<file path="src/rtl/sass_r_pkg.sv">
`default_nettype none
// ============================================================================
// Module : sass_r_pkg
// Brief  : Shared state encoding and timing helpers for the sass serial link.
// Rev    : 1.0  initial release
// ============================================================================
package sass_r_pkg;

    typedef enum logic [2:0] {
        ST_IDLE    = 3'd0,
        ST_START   = 3'd1,
        ST_DATA    = 3'd2,
        ST_STOP    = 3'd3,
        ST_WAIT_HI = 3'd4
    } state_t;

    localparam int SYNC_STAGES = 2;

    // Clock cycles per bit; 64-bit math because clk_f*t overflows 32 bits.
    function automatic int calc_td(input longint clk_f, input longint t_us, input longint rng);
        return int'((clk_f * t_us) / rng);
    endfunction

    function automatic int calc_cw(input int td);
        return (td < 2) ? 1 : $clog2(td);
    endfunction

endpackage : sass_r_pkg
`default_nettype wire

</file>
<file path="src/rtl/sass_sync.sv">
`default_nettype none
// ============================================================================
// Module : sass_sync
// Brief  : Multi-stage flop synchronizer with configurable reset value.
// Rev    : 1.0  initial release
// ============================================================================
module sass_sync #(
    parameter int   STAGES    = 2,
    parameter logic RESET_VAL = 1'b1
) (
    input  logic clk,
    input  logic rst,
    input  logic d,
    output logic q
);

    logic [STAGES-1:0] sync_q;
    logic [STAGES-1:0] sync_d;

    generate
        if (STAGES == 1) begin : g_single
            assign sync_d = d;
        end else begin : g_chain
            assign sync_d = {sync_q[STAGES-2:0], d};
        end
    endgenerate

    always_ff @(posedge clk or posedge rst) begin
        if (rst) begin
            sync_q <= {STAGES{RESET_VAL}};
        end else begin
            sync_q <= sync_d;
        end
    end

    assign q = sync_q[STAGES-1];

endmodule : sass_sync
`default_nettype wire

</file>
<file path="src/rtl/sass_r.sv">
`default_nettype none
// ============================================================================
// Module : sass_r
// Brief  : Serial frame receiver (start, data_l LSB-first bits, stop).
// Rev    : 1.0  initial release
// ============================================================================
module sass_r
    import sass_r_pkg::*;
#(
    parameter int data_l = 8,
    parameter int t      = 100,
    parameter int clk_f  = 50_000_000,
    parameter int range  = 1_000_000
) (
    input  logic              clk,
    input  logic              rst,
    input  logic              s,
    output logic [data_l-1:0] data,
    output logic              valid,
    output logic              busy,
    output logic              err
);

    localparam int T_D = calc_td(longint'(clk_f), longint'(t), longint'(range));
    localparam int CW  = calc_cw(T_D);
    localparam int BW  = (data_l < 2) ? 1 : $clog2(data_l);
    localparam int FW  = $clog2(SYNC_STAGES + 1);

    localparam logic [CW-1:0] HALF_LAST = CW'(T_D / 2 - 1);
    localparam logic [CW-1:0] FULL_LAST = CW'(T_D - 1);
    localparam logic [BW-1:0] BIT_LAST  = BW'(data_l - 1);
    localparam logic [FW-1:0] FILL_DONE = FW'(SYNC_STAGES);

    logic s_q;

    state_t            state_q,  state_d;
    logic [CW-1:0]     cnt_q,    cnt_d;
    logic [BW-1:0]     bit_q,    bit_d;
    logic [data_l-1:0] shift_q,  shift_d;
    logic [data_l-1:0] data_q,   data_d;
    logic              valid_q,  valid_d;
    logic              busy_q,   busy_d;
    logic              err_q,    err_d;
    logic              s_prev_q, s_prev_d;
    logic              armed_q,  armed_d;
    logic [FW-1:0]     fill_q,   fill_d;
    logic              w_fall;

    sass_sync #(
        .STAGES    (SYNC_STAGES),
        .RESET_VAL (1'b1)
    ) u_sync (
        .clk (clk),
        .rst (rst),
        .d   (s),
        .q   (s_q)
    );

    // The synchronizer resets to 1, so a line held low through reset would
    // look like a falling edge; only arm once a real high has propagated.
    assign w_fall = armed_q & s_prev_q & ~s_q;

    always_comb begin
        state_d  = state_q;
        cnt_d    = cnt_q;
        bit_d    = bit_q;
        shift_d  = shift_q;
        data_d   = data_q;
        busy_d   = busy_q;
        valid_d  = 1'b0;
        err_d    = 1'b0;
        s_prev_d = s_q;
        fill_d   = (fill_q == FILL_DONE) ? fill_q : fill_q + 1'b1;
        armed_d  = armed_q | ((fill_q == FILL_DONE) & s_q);

        case (state_q)
            ST_IDLE: begin
                if (w_fall) begin
                    state_d = ST_START;
                    cnt_d   = '0;
                    busy_d  = 1'b1;
                end
            end
            ST_START: begin
                if (cnt_q == HALF_LAST) begin
                    cnt_d = '0;
                    if (!s_q) begin
                        state_d = ST_DATA;
                        bit_d   = '0;
                    end else begin
                        state_d = ST_IDLE;
                        busy_d  = 1'b0;
                    end
                end else begin
                    cnt_d = cnt_q + 1'b1;
                end
            end
            ST_DATA: begin
                if (cnt_q == FULL_LAST) begin
                    cnt_d           = '0;
                    shift_d         = shift_q >> 1;
                    shift_d[data_l-1] = s_q;
                    bit_d           = bit_q + 1'b1;
                    if (bit_q == BIT_LAST) begin
                        state_d = ST_STOP;
                    end
                end else begin
                    cnt_d = cnt_q + 1'b1;
                end
            end
            ST_STOP: begin
                if (cnt_q == FULL_LAST) begin
                    cnt_d = '0;
                    if (s_q) begin
                        data_d  = shift_q;
                        valid_d = 1'b1;
                        busy_d  = 1'b0;
                        state_d = ST_IDLE;
                    end else begin
                        err_d   = 1'b1;
                        state_d = ST_WAIT_HI;
                    end
                end else begin
                    cnt_d = cnt_q + 1'b1;
                end
            end
            ST_WAIT_HI: begin
                if (s_q) begin
                    state_d = ST_IDLE;
                    busy_d  = 1'b0;
                end
            end
            default: begin
                state_d = ST_IDLE;
                busy_d  = 1'b0;
            end
        endcase
    end

    always_ff @(posedge clk or posedge rst) begin
        if (rst) begin
            state_q  <= ST_IDLE;
            cnt_q    <= '0;
            bit_q    <= '0;
            shift_q  <= '0;
            data_q   <= '0;
            valid_q  <= 1'b0;
            busy_q   <= 1'b0;
            err_q    <= 1'b0;
            s_prev_q <= 1'b1;
            armed_q  <= 1'b0;
            fill_q   <= '0;
        end else begin
            state_q  <= state_d;
            cnt_q    <= cnt_d;
            bit_q    <= bit_d;
            shift_q  <= shift_d;
            data_q   <= data_d;
            valid_q  <= valid_d;
            busy_q   <= busy_d;
            err_q    <= err_d;
            s_prev_q <= s_prev_d;
            armed_q  <= armed_d;
            fill_q   <= fill_d;
        end
    end

    assign data  = data_q;
    assign valid = valid_q;
    assign busy  = busy_q;
    assign err   = err_q;

endmodule : sass_r
`default_nettype wire

</file>
<file path="config.mk">
export PLATFORM = sky130hd
export DESIGN_NAME = sass_r
export DESIGN_NICKNAME = d
export VERILOG_FILES = /design/src/rtl/sass_r_pkg.sv /design/src/rtl/sass_sync.sv /design/src/rtl/sass_r.sv
export SDC_FILE = /design/constraint.sdc
export NUM_CORES = 1
export LEC_CHECK = 0
export BUFFER_PORTS_ARGS = -buffer_cell sky130_fd_sc_hd__buf_2
export CAP_MARGIN = 20
export CELL_PAD_IN_SITES_DETAIL_PLACEMENT = 1
export CELL_PAD_IN_SITES_GLOBAL_PLACEMENT = 1
export CORE_MARGIN = 4
export CORE_UTILIZATION = 51
export CTS_CLUSTER_DIAMETER = 40
export DETAILED_ROUTE_END_ITERATION = 10
export HOLD_SLACK_MARGIN = 0.05
export PLACE_DENSITY = 0.83
export SYNTH_ARGS = -nofsm -noshare
export SYNTH_HDL_FRONTEND = slang
export SYNTH_HIERARCHICAL = 1
export SYNTH_SLANG_ARGS = --single-unit
</file>
<file path="constraint.sdc">
create_clock -name clk -period 3.55 [get_ports clk]
set_input_delay 0.5325 -clock clk [delete_from_list [all_inputs] [get_ports clk]]
set_output_delay 0.5325 -clock clk [all_outputs]
set_load 0.03 [all_outputs]
</file>
# == Word-level counts from Yosys, hierarchy flattened ==
# Index checks and enable logic that the tools add are counted.
# Widths: inputs -> output; s select.
# classes
bitwise_logic,6
muxes,28
reduce_logical,10
eq_ne,15
addsub,3
# ops
op,count
$mux 13,3
$pmux 13 s3,1
$mux 3,10
$pmux 3 s5,1
$add 13x1->13 const B,1
$eq 13x12->1 const B,1
$eq 13x13->1 const B,1
$ne 2x2->1 const B,6
$mux 1,10
$reduce_and 4->1,2
$eq 3x2->1 const B,2
$eq 3x3->1 const B,2
$pmux 3 s2,1
$reduce_and 6->1,1
$pmux 1 s5,1
$reduce_and 2->1,2
$add 3x1->3 const B,1
$and 1x1->1,3
$eq 3x1->1 const B,1
$logic_not 3->1,1
$reduce_and 3->1,1
$reduce_bool 3->1,1
$add 2x1->2 const B,1
$eq 2x2->1 const B,1
6 further kinds,7
# totals
reg_bits,44
input_bits,3
wordCells,74
out_inout_bits,11

# == Depth between registers and ports, before layout ==
# Gate-level depths: netlist (run 1).
# logic_depth
word_depth,4
ltp_mapped,7
ltp_nobuf,6

# == Cells and area by module ==
# The synthesis (run 1) kept the hierarchy.
# by_module_without_submodules
module,n_inst,area_per_inst_um2,cells_each,seq_area_each_um2
sass_r,1,2042.0,190,1052.3
sass_sync,1,56.3,3,52.6

# == Worst setup path before layout (run 1) ==
# No wires, ideal clock.
# synth_path
path_kind,flip-flop to flip-flop
from,reg cnt_q[3]
to,reg bit_q[0]
setup_time_ns,0.125
path_buffers,1
t_required_ns,3.425
path_slack_ns,1.729
path_stages_with_launch,7
synth_period_minus_slack_ns,1.821
arrival_time_ns,1.696
path_cell_list,dfrtp_1 -> buf_6 -> nor4_4 -> and4_4 -> a31oi_1 -> or3_4 -> mux2_4
# synth_via
elab_chain_cells,3
word_cells_on_any_way,5
cone_classes,eq/ne (4); reduce/logical (1)
# synth_lines
item,line_no,source
from (decl),sass_r.sv:37,"logic [CW-1:0] cnt_q, cnt_d;"
from (signal assigned),sass_r.sv:155,cnt_q <= cnt_d;
$eq 13x13->1 / $eq 13x12->1 (equally long branches),"sass_r.sv:99, sass_r.sv:85",
$ne 2x2->1 (no source line),n/a,
$reduce_and 4->1 (no source line) (*),n/a,
to (signal assigned),sass_r.sv:156,bit_q <= bit_d;
to (decl),sass_r.sv:38,"logic [BW-1:0] bit_q, bit_d;"
# Every way passes the cells marked *; elsewhere a longest branch is shown, timed or not.
# A chain may end at the register's enable or synchronous reset.

# == Final worst setup path (run 1) ==
# layout_path
from,reg cnt_q[2]
to,reg cnt_q[4]
# layout_via
elab_chain_cells,3
word_cells_on_any_way,6
cone_classes,add/sub (1); eq/ne (2); mux (3)
# layout_lines
item,line_no,source
$add 13x1->13 (tied with other cells),"sass_r.sv:95, sass_r.sv:108, sass_r.sv:124",
$mux 13 (on tied branches),"sass_r.sv:99, sass_r.sv:112, sass_r.sv:85",
$pmux 13 s3 (*),sass_r.sv:76,case (state_q)
# Marks and branches as above.

==> metrics.md, run 1 <==
| Metric | Value |
|---|---|
| Register area share after synthesis | `52.65%` |
| Post-DR vias/cell | `5.938` |
| Pre-CTS setup slack | `~1 ns` |
| Share of cells above drive strength 1 | `a little under a quarter` |
| Pre-antenna DRT Iters | `4` |
| Post-synthesis register bit count | `44` |
| Syn nets | `200` |
| Fin crit share | `62.73%` |
| Buffer count from post-CTS setup fixing | `0` |
| CP startpoint kind | `flop` |
| # resized after CTS | `0` |
| Crit path time final | `approximately 2.2 ns` |
| Slew headroom | `between 40 and 50%` |
| Hold-fix buffer count after cts | `0` |
| Inst Count DP | `250` |
| Worst Path Required | `~3.8 ns` |
| Worst hold slack | `0.2609 ns` |
| H-tree Lvls | `2` |
| Floorplan core area | `4000 um^2` |
| Clk_lat worst skew | `0.30 ns` |
| Vias post-DR | `1,538` |
| Mapped Area | `2098 um^2` |
| Num ports | `14` |
| Status | `finished clean` |
| Worst-path clk slew | `~0.080 ns` |
| Chip Height | `72.14 um` |
| Worst setup path class | `flop to flop` |
| Initial antenna violation count | `0` |
| RePlAce Congestion | `0.7657` |
| Routed wire per std cell | `18.32 um` |
| Leakage | `between 1 and 1.5 nW` |
| Worst VDD drop | `306.9 uV` |
| CTS Root Cell | `clkbuf_8` |
| FP Rows | `23` |
| Mapped Cells | `between 150 and 200` |
| Unrepaired setup endpoints after global routing | `false` |
| CTS tree | `done` |
| Mean Syn Cell Area | `~11 um^2` |
| Total CTS buffers | `5` |
| Max-slew violations | `0` |
| Syn-to-layout area delta | `8.944%` |
| Net count, final | `about 220` |
| PortBufs | `13` |
| Setup_tns | `0 ns` |
| Synth warn | `6` |
| Die ar. | `5204 um^2` |
| Drt drc | `0` |
| Iteration-0 DRC Markers | `75` |
| Worst Reg-to-Reg Cells | `5` |
| GR Overflow Total | `0` |
| CP endpoint kind | `flop` |
| CTS Buffer Depth | `2` |
| Largest net degree at the start of global routing | `26` |
| Worst Clk Skew | `0.007669 ns` |
| Pwr/cell area | `around 520 nW/um^2` |
| Post-DP HPWL | `3417 um` |
| Die W | `just over 70 um` |
| Worst Hold Class | `input pin to asynchronous set/reset pin` |
| Initial Util | `52.46%` |
| Routed Wire Length | `4744 um` |
| Reg-to-reg slack, setup | `1.32 ns` |
| Final worst slack | `1.323 ns` |
| Clock sinks | `44` |
| First-pass GRT wire length | `between 8000 and 9000 um` |
| Setup violators final | `0` |
| ANT cells | `0` |
| Number of global-route vias before repair | `1,671` |
| Achievable Freq | `449.1 MHz` |
| Final Non-Filler Cells | `259` |
| Synth unique cells | `42` |
| Arrival @ worst endpoint | `2.43 ns` |
| Pwr Total | `1.192 mW` |
| Max cap viols | `0` |
| Crit path max fanout | `12` |
| Tightest Pin Transition | `roughly 0.76 ns` |
| Post-DRT Antenna Nets | `0` |
| GRT Util Overall | `20.30%` |
| Fin. Hold Viols | `0` |
final cells by class:
| cell class | count | area [um^2] |
|---|---|---|
| clock buffers | 6 | 72.57 |
| multi-input cells | 135 | 927.1 |
| fillers | 451 | 1714 |
| flip-flops and latches | 44 | 1105 |
| well taps | 50 | 62.56 |
| inverters | 7 | 26.28 |
| clock inverters | 2 | 12.51 |
| repair buffers | 15 | 80.08 |
path summary, 6_finish.rpt:
path | end | startpoint
worst max-delay path | cnt_q[4] | cnt_q[2]
worst min-delay path | u_sync/sync_q[1] | rst
worst max register to register | cnt_q[4] | cnt_q[2]
worst min register to register | u_sync/sync_q[1] | u_sync/sync_q[0]
max in group asynchronous | s_prev_q | rst
min in group clk | u_sync/sync_q[0] | s
cells by family after synthesis:
logic type | share of synthesized area [%]
fa+ha+maj | 2.385
compound gates | 11.81
xor+xnor | 0.8350
buf+inv | 3.161
flops | 52.65
mux | 9.839
simple gates | 19.32
per-layer routing:
layer	vias up	routed length, um	global-route usage (%)
li1	720	-	-
met5	-	0	0
met1	775	1948	25.09
met4	0	99	6.681
met3	8	173	3.878
met2	35	2521	35.59
power breakdown:
group          internal (mW)  total (mW)  switching [mW]
Sequential             0.542       0.616          0.0739
Combinational         0.0994       0.267           0.167
Clock                  0.138       0.309           0.172
layout by cell type (no fill, tap or decap), types with 2 or more instances in the layout:
| cell type | count |
|---|---|
| clkbuf_8 | 5 |
| o21ai_0 | 12 |
| o211ai_1 | 5 |
| ha_1 | 4 |
| xnor2_1 | 2 |
| nand3b_1 | 2 |
| nand2b_1 | 2 |
| nor2b_1 | 5 |
| a31oi_1 | 2 |
| inv_1 | 7 |
| dfstp_2 | 3 |
| a21oi_1 | 4 |
| mux2_2 | 17 |
| a22o_1 | 4 |
| nand2_1 | 22 |
| buf_2 | 13 |
| nand3_1 | 9 |
| dfrtp_1 | 41 |
| nor3_1 | 2 |
| nor4_1 | 2 |
| a21o_1 | 2 |
| o22ai_1 | 3 |
| nor2_1 | 13 |
| and3_1 | 5 |
| and2_1 | 3 |
registers in the layout, summed over array words and instances (netlist names), 2 cells and up:
signal / count
data: 8
bit_q: 3
shift_q: 8
cnt_q: 13
u_sync/sync_q: 2
state_q: 3
fill_q: 2
synth_stat cells (all sizes together):
library cell	instances	share of area [%]
o211ai	5	1.8
nand4	1	0.30
o22ai	3	0.89
nor4	3	1.6
nand4bb	1	0.54
nand2	22	3.9
o221ai	1	0.42
nand3b	2	0.72
a211oi	1	0.36
a22o	4	1.7
a21oi	4	0.95
a31oi	2	0.60
ha	4	2.4
and4	1	0.54
and4bb	1	0.60
dfstp	3	3.8
buf	4	1.4
nor2b	5	1.5
nand2b	2	0.60
mux2	18	9.8
a21o	2	0.72
o21ai	12	2.9
inv	7	1.3
or2	1	0.30
dfrtp	41	49
or3	2	0.83
nor3	2	0.48
nand3	9	2.1
and3	5	1.5
xnor2	2	0.83
a2111oi	1	0.72
and2	3	0.89
a32oi	1	0.42
o41ai	1	0.42
nor2	14	2.9
clkbuf	3	0.54
through the flow:
| step | instance area (um^2) | util (%) |
|---|---|---|
| 2_1_floorplan | 2098 | - |
| 6_report | 2286 | 57.15 |
| 3_5_place_dp | 2193 | 54.83 |
| 5_1_grt | 2286 | 57.15 |
| 3_3_place_gp | 2193 | 54.83 |
| 4_1_cts | 2278 | 56.96 |
worst max-delay path, cell delays in order (launching register included):
cell	delay (ns)
dfrtp_1	0.48
and4bb_2	0.30
and4_4	0.22
nor2_1	0.60
nor2_1	0.28
o211ai_1	0.27
Power figures use the tool's default switching activity.
==> run 2: changes to the inputs <==
Settings changed: ABC_AREA set to 1, CORE_UTILIZATION 51 to 44, PLACE_DENSITY 0.83 to 0.78.
Clock period 3.55 ns to 2.22 ns, I/O delays scaled along.
==> run 2 against run 1 <==
  * Synthesized area up 12%
  * Via count up 34%
  * Maximum frequency rose by 23%
  * Largest power group unchanged
==> metrics.md, run 2 <==
| Metric | Value |
|---|---|
| Status | `finished clean` |
| Setup violators final | `0` |
| Worst hold slack | `about 0.056 ns` |
| Sequential share of power | `approximately 43%` |
| Synth warn | `6` |
| CTS Buffer Depth | `2` |
| Crit path max fanout | `9` |
| Leakage | `1.333 nW` |
| Most frequent cells after synthesis | `nand2_1 (106), dfrtp_1 (41), nor2_1 (37)` |
| Final worst slack | `slightly above 0.4 ns` |
| Setup_tns | `0 ns` |
| # resized after CTS | `0` |
| Fillers | `688` |
| Slew headroom | `64.50%` |
| GRT Util Overall | `around a fifth` |
| Final Non-Filler Cells | `402` |
| Arrival @ worst endpoint | `2.05 ns` |
| Net count, final | `338` |
| Post-synthesis register bit count | `44` |
| Chip Height | `81.04 um` |
| Sw frac | `between 30% and 40%` |
| Critical Path Max Stage Delay | `0.59 ns` |
| Syn-to-layout area delta | `11.57%` |
| Routed Wire Length | `5762 um` |
| Unrepaired setup endpoints after global routing | `false` |
| Max cap viols | `0` |
| Inst Count DP | `392` |
| Syn nets | `317` |
| Mapped Area | `2347 um^2` |
| Worst Clk Skew | `about 0.0041 ns` |
| Synth top area share | `43.71%` |
| H-tree Lvls | `2` |
| Vias post-DR | `2,059` |
| Pwr/cell area | `834.7 nW/um^2` |
| RePlAce Congestion | `0.8861` |
| Initial antenna violation count | `0` |
| Drt drc | `0` |
| GR Overflow Total | `0` |
| Async S/R FF share, synth | `100.0%` |
| CP startpoint kind | `flop` |
| Clock sinks | `44` |
| Worst Hold Class | `input pin to asynchronous set/reset pin` |
| Core Util, Final | `50.95%` |
| Worst setup path class | `flop to flop` |
| Number of global-route vias before repair | `2,078` |
| Main flop type after synthesis | `dfrtp_1` |
| Share of cells above drive strength 1 | `12.65%` |
| Commonest non-fill, non-tap cell in the layout | `nand2_1` |
| P_int | `1.315 mW` |
| Number of flops mapped to enable cells by yosys | `0` |
| Multi-input logic area | `1075 um^2` |
| Achievable Freq | `about 550 MHz` |
| Die ar. | `6567 um^2` |
| CTS Root Cell | `clkbuf_8` |
| CP max stage cell | `dfrtp_1` |
| ANT cells | `0` |
| Fin crit share | `about four fifths` |
| Routed wire per std cell | `14.33 um` |
| Hold-fix buffer count after cts | `0` |
| Floorplan core area | `between 5000 and 6000 um^2` |
| Post-DP HPWL | `4270 um` |
| Initial Util | `45.67%` |
| Dominant cell by count in the synthesized netlist | `nand2_1` |
| Ranking of synthesized cells by area | `dfrtp_1 (44%), nand2_1 (17%), nor2_1 (5.9%), inv_1 (5.8%), nand3_1 (5.1%)` |
| Clk_lat worst skew | `0.30 ns` |
| Tightest Pin Transition | `0.5325 ns` |
| Mean Syn Cell Area | `7.572 um^2` |
| Register area share after synthesis | `47.07%` |
| First-pass GRT wire length | `10,080 um` |
| Buffer count from post-CTS setup fixing | `0` |
| Reg-to-reg slack, setup | `0.41 ns` |
| Sequential cell area | `1105 um^2` |
| Fin area | `2619 um^2` |
| Most flops, register | `cnt_q` |
| Post-synth top area cell | `dfrtp_1` |
| CP endpoint kind | `flop` |
| Iteration-0 DRC Markers | `111` |
| Die W | `81.04 um` |
| Fin. Hold Viols | `0` |
| Commonest non-fill, non-tap cells in the layout | `nand2_1 (106), dfrtp_1 (41), nor2_1 (37)` |
| Largest net degree at the start of global routing | `43` |
| Crit path cell chain | `nor2_1, nand2_1, nor2_1, nor2_2, inv_2, nor2_1, nand2_1, nand2_1` |
| Worst-path clk slew | `0.09 ns` |
| Switching Power | `871.1 uW` |
| Post-DR vias/cell | `5.122` |
| Dpl cell area | `between 2000 and 2500 um^2` |
| Crit path time final | `between 1.5 and 2 ns` |
| Max reg flops | `13` |
| Pwr Total | `2.186 mW` |
| Pre-CTS setup slack | `approximately 0.23 ns` |
| PortBufs | `13` |
| Pre-antenna DRT Iters | `4` |
| Num ports | `14` |
| CTS tree | `done` |
| Post-DRT Antenna Nets | `0` |
| Worst Path Required | `between 2 and 2.5 ns` |
| FP Rows | `26` |
| Max-slew violations | `0` |
| Mapped Cells | `310` |
| Clock power share | `24.9%` |
| Total CTS buffers | `5` |
| Synth unique cells | `28` |
| Comb pwr share | `31.7%` |
| Worst VDD drop | `641.7 uV` |
-- run 2: cell count changes after synthesis, sizes merged, moves of 10 or more --
cell   delta
mux2     -18
nor2     +26
nand3    +17
inv      +32
nand2    +87
nand4    +10
-- run 2: final timing paths --
kind	start	endpoint	cells past startpoint
worst min register to register	u_sync/sync_q[0]	u_sync/sync_q[1]	0
worst max register to register	state_q[2]	cnt_q[0]	8
max in group asynchronous	rst	s_prev_q	3
worst min-delay path	rst	u_sync/sync_q[0]	2
worst max-delay path	state_q[2]	cnt_q[0]	8
min in group clk	s	u_sync/sync_q[0]	1
-- run 2: power by group through the flow --
stage          combinational, mW  clock (mW)  sequential [mW]
2_1_floorplan              0.498           0            0.954
3_3_place_gp               0.669           0            0.960
3_5_place_dp               0.695           0            0.965
4_1_cts                    0.703       0.563            0.950
5_1_grt                    0.800       0.596            0.959
6_report                   0.693       0.543            0.949
-- run 2: kinds of logic (layout without fill, tap and decap cells) --
family          after synthesis  count (layout)  share of synthesized area [%]
flops                        44              44                          47.07
buf+inv                      42              64                          7.142
compound gates               22              22                          5.384
fa+ha+maj                     4               4                          2.132
simple gates                195             195                          37.15
xor+xnor                      3               3                          1.120
-- run 2: layout make-up --
cell class                 count  area share (%)
sequential                    44           42.19
multi-input combinational    224           41.04
inverter                      39           5.590
timing repair buffer          17           4.109
tap                           70           3.344
clock buffer                   6           3.153
clock inverter                 2          0.5733
-- run 2: critical path: cells and delay by family, from the launching register on --
| family | cells | cell delay, ns |
|---|---|---|
| simple gates | 7 | 0.98 |
| flops | 1 | 0.59 |
| buf+inv | 1 | 0.20 |
-- run 2: metal layers --
layer	vias up	share of wire, %	track usage (%)
met4	0	1.2	5.743
met1	1000	47	27.37
li1	1021	-	-
met3	6	3.4	3.880
met2	32	48	32.43
met5	-	0	0
==> run 3: changes to the inputs <==
Settings changed: ABC_AREA 1 to 0, CORE_UTILIZATION 44 to 47.
Clock period 2.22 ns to 1.83 ns, I/O delays scaled along.
==> run 3 against run 2 <==
  * Critical path depth is 3 lower
  * Final area down 1.5%
  * Die area is 15% lower
  * Power rose by 19%
  * Clock power grew 16%
  * Clock-buffer cell count decreased by 1
  * Routed wire length down 8.0%
  * First-iteration DRC count up 5.4%
  * Highest routed layer unchanged
==> metrics.md, run 3 (same netlist as run 1, synthesis figures left out) <==
| Metric | Value |
|---|---|
| Clk_lat worst skew | `0.30 ns` |
| Die ar. | `roughly 5600 um^2` |
| Tightest Pin Transition | `0.5256 ns` |
| Setup_tns | `0 ns` |
| Worst VDD drop | `roughly 430 uV` |
| Crit path time final | `1.830 ns` |
| Achievable Freq | `roughly 550 MHz` |
| Setup violators final | `0` |
| Post-DP HPWL | `around 3700 um` |
| Unrepaired setup endpoints after global routing | `true` |
| Clock sinks | `44` |
| Inst Count DP | `275` |
| Commonest non-fill, non-tap cell in the layout | `dfrtp_1` |
| CTS tree | `done` |
| Worst Path Required | `2.02 ns` |
| ANT cells | `0` |
| Pre-antenna DRT Iters | `4` |
| FP Rows | `24` |
| Total CTS buffers | `5` |
| CP startpoint kind | `flop` |
| Syn-to-layout area delta | `22.96%` |
| Commonest non-fill, non-tap cells in the layout | `dfrtp_1 (40), buf_4 (28), nand2_1 (22)` |
| Worst Clk Skew | `0.005735 ns` |
| CTS Root Cell | `clkbuf_8` |
| CP max stage cell | `dfrtp_1` |
| Routed Wire Length | `5299 um` |
| M2 GR Usage | `34.15%` |
| Slew headroom | `between 60% and 70%` |
| Status | `finished clean` |
| GR Util met3 | `4.406%` |
| Worst setup path class | `flop to flop` |
| Share of cells above drive strength 1 | `a little over a third` |
| First-pass GRT wire length | `between 8000 and 9000 um` |
| Vias post-DR | `1,698` |
| Max reg flops | `13` |
| Die W | `74.82 um` |
| Most flops, register | `cnt_q` |
| Post-DRT Antenna Nets | `0` |
| Max cap viols | `0` |
| Arrival @ worst endpoint | `2.02 ns` |
| Worst hold slack | `~0.36 ns` |
| Met1 usage | `24.72%` |
| Critical Path Max Stage Delay | `0.41 ns` |
| Num ports | `14` |
| Number of global-route vias before repair | `~1,800` |
| Routed wire per std cell | `18.21 um` |
| CP endpoint kind | `flop` |
| Worst-path clk slew | `0.09 ns` |
| PortBufs | `13` |
| GRT Util Overall | `about a fifth` |
| Chip Height | `74.82 um` |
| H-tree Lvls | `2` |
| Fin. Hold Viols | `0` |
| Max-slew violations | `0` |
| GR Overflow Total | `0` |
| Final Non-Filler Cells | `291` |
| Initial antenna violation count | `0` |
| RePlAce Congestion | `0.9430` |
| Iteration-0 DRC Markers | `117` |
| Worst Hold Class | `flop to flop` |
| Drt drc | `0` |
| Crit path cell chain | `and4bb_2, and4_4, a31oi_1, or3_4, mux2_4` |
| Largest net degree at the start of global routing | `43` |
| Post-DR vias/cell | `5.835` |
| CTS Buffer Depth | `2` |
| Leakage | `1.247 nW` |
| Crit path max fanout | `3` |
| Initial Util | `48.52%` |
| Fin crit share | `99.97%` |
| Pwr/cell area | `1007 nW/um^2` |
| Floorplan core area | `4324 um^2` |
| Gr busiest metal | `met2` |
| Fillers | `between 400 and 500` |
| Net count, final | `245` |
## run 3: path summary, 6_finish.rpt
check                      cells after the start              from          endpoint  slack [ns]
max                                            5         cnt_q[11]          bit_q[0]      0.0005
min                                            0  u_sync/sync_q[0]  u_sync/sync_q[1]        0.36
max reg2reg                                    5         cnt_q[11]          bit_q[0]      0.0005
min reg2reg                                    0  u_sync/sync_q[0]  u_sync/sync_q[1]        0.36
max in group asynchronous                      4               rst        state_q[1]        0.77
min in group asynchronous                      3               rst  u_sync/sync_q[0]        0.55
## run 3: metrics by stage
stage | power (mW) | setup WS [ns] | utilization, % | area, um^2
2_1_floorplan | 1.598 | 0.008969 | - | 2098
3_3_place_gp | 1.826 | 0.01200 | 54.77 | 2369
3_5_place_dp | 1.890 | -0.05531 | 54.77 | 2369
4_1_cts | 2.529 | -0.06508 | 57.70 | 2495
5_1_grt | 2.744 | -0.1006 | 59.66 | 2580
6_report | 2.598 | 0.0004772 | 59.66 | 2580
## run 3: layout make-up
type	instances	area, um^2	share of cell area (%)
clock buffer	5	68.82	2.667
clock inverter	3	23.77	0.9214
inverter	7	26.28	1.018
multi-input combinational	136	983.4	38.12
sequential	44	1106	42.87
tap	52	65.06	2.522
timing repair buffer	44	306.5	11.88
## run 3: timing repair
| action | CTS | global route |
|---|---|---|
| setup endpoints to repair | 12 | 25 |
| pin swaps | 4 | 6 |
| cloned | 1 | 1 |
| endpoints found under the hold margin | 2 | 1 |
| resized for setup | 3 | 14 |
| hold buffers | 1 | 1 |
| setup buffers | 1 | 3 |
## run 3: per-layer routing
layer | up-vias | share of wire [%]
li1 | 775 | -
met1 | 860 | 41
met2 | 48 | 52
met3 | 15 | 4.1
met4 | 0 | 2.8
met5 | - | 0
## run 3: report_power, final
group,leakage [nW],total [mW],internal [mW],switching [mW]
Combinational,0.628,0.813,0.361,0.452
Clock,0.0404,0.630,0.271,0.359
Sequential,0.579,1.15,1.05,0.0996
Total,1.25,2.60,1.69,0.911
## run 3: worst max-delay path: cells and delay by family, from the launching register on
family / cells / cell delay (ns)
simple gates: 3 / 0.96
flops: 1 / 0.41
mux: 1 / 0.26
compound gates: 1 / 0.09
